[config.mk]
export PLATFORM = sky130hd
export DESIGN_NAME = imem_port_arbiter
export DESIGN_NICKNAME = d
export VERILOG_FILES = /design/src/rtl/imem_port_arbiter.sv
export SDC_FILE = /design/constraint.sdc
export NUM_CORES = 1
export LEC_CHECK = 0
export ABC_CLOCK_PERIOD_IN_PS = 3900
export CAP_MARGIN = 20
export CORE_MARGIN = 4
export CORE_UTILIZATION = 40
export CTS_CLUSTER_DIAMETER = 100
export DETAILED_ROUTE_END_ITERATION = 10
export PLACE_DENSITY_LB_ADDON = 0.25
export SYNTH_ARGS = -nofsm -noshare
export SYNTH_HDL_FRONTEND = slang
export SYNTH_SLANG_ARGS = --single-unit
export TNS_END_PERCENT = 20
[constraint.sdc]
create_clock -name clk_i -period 3.9 [get_ports clk_i]
set_input_delay 0.39 -clock clk_i [delete_from_list [all_inputs] [get_ports clk_i]]
set_output_delay 0.39 -clock clk_i [all_outputs]
set_load 0.05 [all_outputs]
[src/rtl/imem_port_arbiter.sv]
// Arbitrates the boot instruction memory read port between instruction fetch and a
// debug/loader port, with range/alignment checking and a registered one-cycle response.
module imem_port_arbiter #(
  parameter logic [31:0] BASE_ADDR    = 32'hBFC00000,
  parameter int unsigned MEM_BYTES    = 4096,
  parameter logic [31:0] ERR_WORD     = 32'hDEADBEEF,
  parameter int unsigned STARVE_LIMIT = 4
) (
  input  logic        clk_i,
  input  logic        rst_i,
  input  logic        if_req_i,
  input  logic [31:0] if_addr_i,
  input  logic        if_flush_i,
  output logic        if_gnt_o,
  output logic        if_rvalid_o,
  output logic [31:0] if_rdata_o,
  output logic        if_err_o,
  input  logic        dbg_req_i,
  input  logic [31:0] dbg_addr_i,
  output logic        dbg_gnt_o,
  output logic        dbg_rvalid_o,
  output logic [31:0] dbg_rdata_o,
  output logic        dbg_err_o,
  output logic [31:0] mem_addr_o,
  input  logic [31:0] mem_rdata_i
);

  localparam logic [3:0]  STARVE_MAX  = 4'(STARVE_LIMIT);
  localparam logic [32:0] LAST_OFFSET = 33'(MEM_BYTES - 1);
  localparam int          IF_PORT     = 0;
  localparam int          DBG_PORT    = 1;

  logic        if_eff;
  logic        dbg_wins;
  logic        if_gnt;
  logic        dbg_gnt;
  logic        any_gnt;
  logic        addr_err;
  logic [31:0] win_addr;
  logic [32:0] offset;
  logic [31:0] resp_data;
  logic [3:0]  starve_cnt_reg;
  logic [3:0]  starve_cnt_next;

  logic        gnt_vec    [2];
  logic        rvalid_reg [2];
  logic [31:0] rdata_reg  [2];
  logic        err_reg    [2];

  always_comb begin
    if_eff   = if_req_i & ~if_flush_i;
    // Debug takes the port when IF is idle/flushed or once it has waited long enough.
    dbg_wins = dbg_req_i & (~if_eff | (starve_cnt_reg == STARVE_MAX));
    dbg_gnt  = dbg_wins & ~rst_i;
    if_gnt   = if_eff & ~dbg_wins & ~rst_i;
    any_gnt  = if_gnt | dbg_gnt;
    win_addr = dbg_gnt ? dbg_addr_i : if_addr_i;

    // 33-bit subtract: a borrow into bit 32 marks an address below the window.
    offset    = {1'b0, win_addr} - {1'b0, BASE_ADDR};
    addr_err  = offset[32] | (offset > LAST_OFFSET) | (win_addr[1:0] != 2'b00);
    resp_data = addr_err ? ERR_WORD : mem_rdata_i;

    mem_addr_o = (any_gnt && !addr_err) ? offset[31:0] : 32'h0;

    starve_cnt_next = starve_cnt_reg;
    if (!dbg_req_i || dbg_gnt) begin
      starve_cnt_next = 4'h0;
    end else if (starve_cnt_reg != STARVE_MAX) begin
      starve_cnt_next = starve_cnt_reg + 4'h1;
    end
  end

  always_ff @(posedge clk_i) begin
    if (rst_i) begin
      starve_cnt_reg <= 4'h0;
    end else begin
      starve_cnt_reg <= starve_cnt_next;
    end
  end

  assign gnt_vec[IF_PORT]  = if_gnt;
  assign gnt_vec[DBG_PORT] = dbg_gnt;

  // One response register per port; data/err only move when that port is granted.
  generate
    for (genvar gi = 0; gi < 2; gi++) begin : g_resp
      always_ff @(posedge clk_i) begin
        if (rst_i) begin
          rvalid_reg[gi] <= 1'b0;
          rdata_reg[gi]  <= 32'h0;
          err_reg[gi]    <= 1'b0;
        end else begin
          rvalid_reg[gi] <= gnt_vec[gi];
          if (gnt_vec[gi]) begin
            rdata_reg[gi] <= resp_data;
            err_reg[gi]   <= addr_err;
          end
        end
      end
    end
  endgenerate

  assign if_gnt_o     = if_gnt;
  assign dbg_gnt_o    = dbg_gnt;
  assign if_rvalid_o  = rvalid_reg[IF_PORT];
  assign if_rdata_o   = rdata_reg[IF_PORT];
  assign if_err_o     = err_reg[IF_PORT];
  assign dbg_rvalid_o = rvalid_reg[DBG_PORT];
  assign dbg_rdata_o  = rdata_reg[DBG_PORT];
  assign dbg_err_o    = err_reg[DBG_PORT];

endmodule

==> summary.md <==
| Metric | Value |
|---|---|
| Layout Cells excl Fill | a little under 700 |
| Yosys warnings | 0 |
| WP data arrival | around 3500 ps |
| Seq/Total Area, Yosys | 53.0% |
| First-pass iteration count of the detailed router | 5 |
| Register share of total power | 41.5% |
| Cell Pwr Density | 338 nW/µm² |
| Detailed placement HPWL | 8780 µm |
| Clock Path Buffers | 2 |
| Max-Cap Viols | 0 |
| Worst Hold Endpoint | starve_cnt_reg[0]$_SDFFE_PP0P_ |
| CP cell instances | inv_4, ha_4, nand3b_4, a211o_4, nand2_4, nand2_4, ha_4, or2_2, a2111oi_1, nor2_2, a21oi_4, clkbuf_16, nor4b_4, buf_12 |
| Chip Width | 108 µm |
| Post-synth EDFFs | 66 |
| FF-to-FF setup slack | around 150 ps |
| Register bit total from synthesis | 72 |
| Clk sink count | 72 |
| Final worst slack | 48.9 ps |
| Clock slew at reported path FFs | ~90 ps |
| Synth cell types | 44 |
| Critical Path Max Stage Delay | around 550 ps |
| P_sw | 0.710 mW |
| Worst Hold Class | register to register |
| Area delta synth->final | 63.9% |
| CTS tree | built |
| Maximum clock rate | 260 MHz |
| Syn Std Cell Area | a little under 4000 µm² |
| Share of layout cells above drive strength 1 | 19.5% |
| DRC violations left | 0 |
| FF-to-FF path depth | 16 |
| Nets@finish | 649 |
| Relative slew slack | 41.4% |
| Core Rows | 36 |
| Vias | 3551 |
| Critical path type | register to output pin |
| Pre-CTS setup slack | -52.5 ps |
| Internal | 1.49 mW |
| Outcome | finished, final reports clean |
| CP endpoint kind | output pin |
| Fillers | 739 |
| Main synth FF type | edfxtp_1 |
| CTS Root Cell | clkbuf_8 |
| Final Hold Vio Count | 0 |
| Worst-Margin Slew | about 900 ps |
| ANT nets after route | 0 |
| CTS Hold Bufs | 0 |
| Fin Setup TNS | 0 ps |
| Max FFs per register | 64 |
| Gr ovfl total | 0 |
| Largest net degree at the start of global routing | 45 |
| Fin util | 66.8% |
| Mapped Avg Cell Area | between 10 and 15 µm² |
| Post-synth ARST share | 0% |
| Num CTS Buffers | 9 |
| Slowest CP cell | a2111oi_1 |
| Initial Utilization | 40.7% |
| Clk pwr share | 29.6% |
| Htree depth | 3 |
| R2r endpoint | rdata_reg[1][0]$_SDFFCE_PN0P_ |
| Post-Syn Instances | 351 |
| Ports | 203 |
| Crit path launch type | register |
| WL/cell | between 15 and 20 µm |
| Die area | about 12000 µm² |
| Comb pwr share | 28.9% |
| Sw frac | 32.3% |
| HP Start | starve_cnt_reg[0]$_SDFFE_PP0P_ |
| Pleak | 2.44 nW |
| Global placer's final weighted congestion | around 0.76 |
| Detailed Route WL | ~12000 µm |
| Fin crit period | 3850 ps |
| Vias/cell | 5.21 |
| Hold depth | 2 |
| DRT iter0 DRCs | 213 |
| IO Port Bufs | 180 |
| Antenna violations before repair | 0 |
| Die H | 108 µm |
| Core Area | slightly below 10000 µm² |
| RR Startpoint | starve_cnt_reg[0]$_SDFFE_PP0P_ |
| Antenna cells | 0 |
| Gr usage total | between 10% and 20% |
| Max Slew Vio Count | 0 |
| Placed cells | 653 |
| Final worst path period share | roughly 99% |
| Final setup fails | 0 |
| Total power | 2.20 mW |
| First-pass GRT wire length | 17300 µm |
| Worst Path Max Fanout | 6 |
| Skew-Pair Late Insertion Delay | 350 ps |
| CP Data Required Time | 3510 ps |
| Peak VDD IR | 0.135 mV |
| Fin Clk Skew | 14.5 ps |
| Vias in the first global route | 3477 |
## critical path, delay by kind of cell (launching register included)
kind                     cells  cell delay, ps
flip-flops                   1             370
AO/OA/AOI/OAI                3            1170
adder cells (fa/ha/maj)      2             310
buffers and inverters        3             410
AND/OR/NAND/NOR              6             850
## per-layer routing
| layer | routed length, µm | vias to the layer above | GRT usage (%) |
|---|---|---|---|
| li1 | - | 1672 | - |
| met1 | 4420 | 1679 | 21.2 |
| met2 | 6270 | 186 | 35.6 |
| met3 | 1100 | 14 | 6.06 |
| met4 | 197 | 0 | 6.67 |
| met5 | 0 | - | 0 |
## Yosys cell counts, types with 3 or more instances
cell	instances	area share, %
nor3_2	10	2.5
buf_4	26	4.9
nand2_1	13	1.2
and3_1	16	2.5
inv_1	8	0.76
buf_2	8	1.0
nor3_1	17	2.1
and4_1	10	2.2
edfxtp_1	66	50
buf_6	4	1.1
mux2i_1	3	0.76
nor4_1	4	0.63
ha_1	4	1.3
xor2_1	3	0.66
a21oi_1	54	6.8
o21ai_0	3	0.38
dfxtp_1	6	3.0
nand4_1	9	1.4
xnor2_1	5	1.1
a22oi_1	10	1.9
clkbuf_1	9	0.85
nor2_1	16	1.5
nand2b_1	5	0.79
nor4b_2	9	3.4
nand3_1	8	1.0
## cell usage in the layout (no fill, tap or decap), types with 3 or more instances in the layout
master	instances
a22oi_1	10
edfxtp_1	66
buf_12	12
o21ai_0	3
xnor2_1	4
nor4_1	4
and3_1	16
clkbuf_8	9
xor2_1	3
nand2_1	9
conb_1	22
nor3_2	10
nand4_1	9
mux2i_4	3
clkdlybuf4s50_1	168
inv_1	6
buf_4	27
nand3_1	7
nor4b_4	9
nor3_1	17
a21oi_1	54
dfxtp_1	4
nor2_1	14
and4_1	10
nand2b_1	4
nand2_4	4
## cell families (layout without fill, tap and decap cells)
kind of cell             Yosys count  count (layout)  share of synthesized area (%)
flip-flops                        72              72                           53.0
multiplexers                       5               5                           1.89
AND/OR/NAND/NOR                  127             127                           21.7
AO/OA/AOI/OAI                     77              77                           11.3
adder cells (fa/ha/maj)            4               4                           1.26
XOR/XNOR                           8               8                           1.77
buffers and inverters             57             234                           8.87
other                              1              22                         0.0946
## how the worst max path moves through the flow
stage | start | endpoint | slack [ps] | cells past startpoint
after floorplan | starve_cnt_reg[0]$_SDFFE_PP0P_ | mem_addr_o[2] | 20 | 16
after global placement | if_req_i | rdata_reg[1][0]$_SDFFCE_PN0P_ | 20 | 14
after detailed placement | if_req_i | mem_addr_o[11] | -50 | 13
after CTS | starve_cnt_reg[0]$_SDFFE_PP0P_ | mem_addr_o[4] | 20 | 14
after global routing | starve_cnt_reg[0]$_SDFFE_PP0P_ | mem_addr_o[7] | -40 | 17
final | starve_cnt_reg[0]$_SDFFE_PP0P_ | mem_addr_o[8] | 50 | 14
## per-stage QoR
stage	hold WS [ps]	cell area, µm²
after floorplan	495	4140
after global placement	517	6030
after detailed placement	555	6030
after CTS	561	6310
after global routing	587	6500
final	551	6500
## timing repair
item                       in CTS  in global routing
buffers inserted                4                  8
pin swaps                       4                 16
setup endpoints to repair      10                 10
resized for setup               8                 22
gates cloned                    0                  1
## cell type report
type / count / area [µm²] / share of cell area, %
Clock buffer: 9 / 124 / 1.91
Clock inverter: 7 / 95.1 / 1.46
Inverter: 10 / 42.5 / 0.655
Multi-Input combinational cell: 243 / 1810 / 27.9
Sequential cell: 72 / 2110 / 32.4
Tap cell: 133 / 166 / 2.56
Timing Repair Buffer: 208 / 2150 / 33.1
## power by group through the flow
stage	Clock, mW	Sequential, mW	Combinational (mW)
finish	0.650	0.913	0.635
global route	0.690	0.918	0.663
CTS	0.657	0.914	0.624
detailed placement	0	0.931	0.616
global placement	0	0.929	0.608
floorplan	0	1.11	0.202
Note: power is estimated with default switching activity, not from simulation.
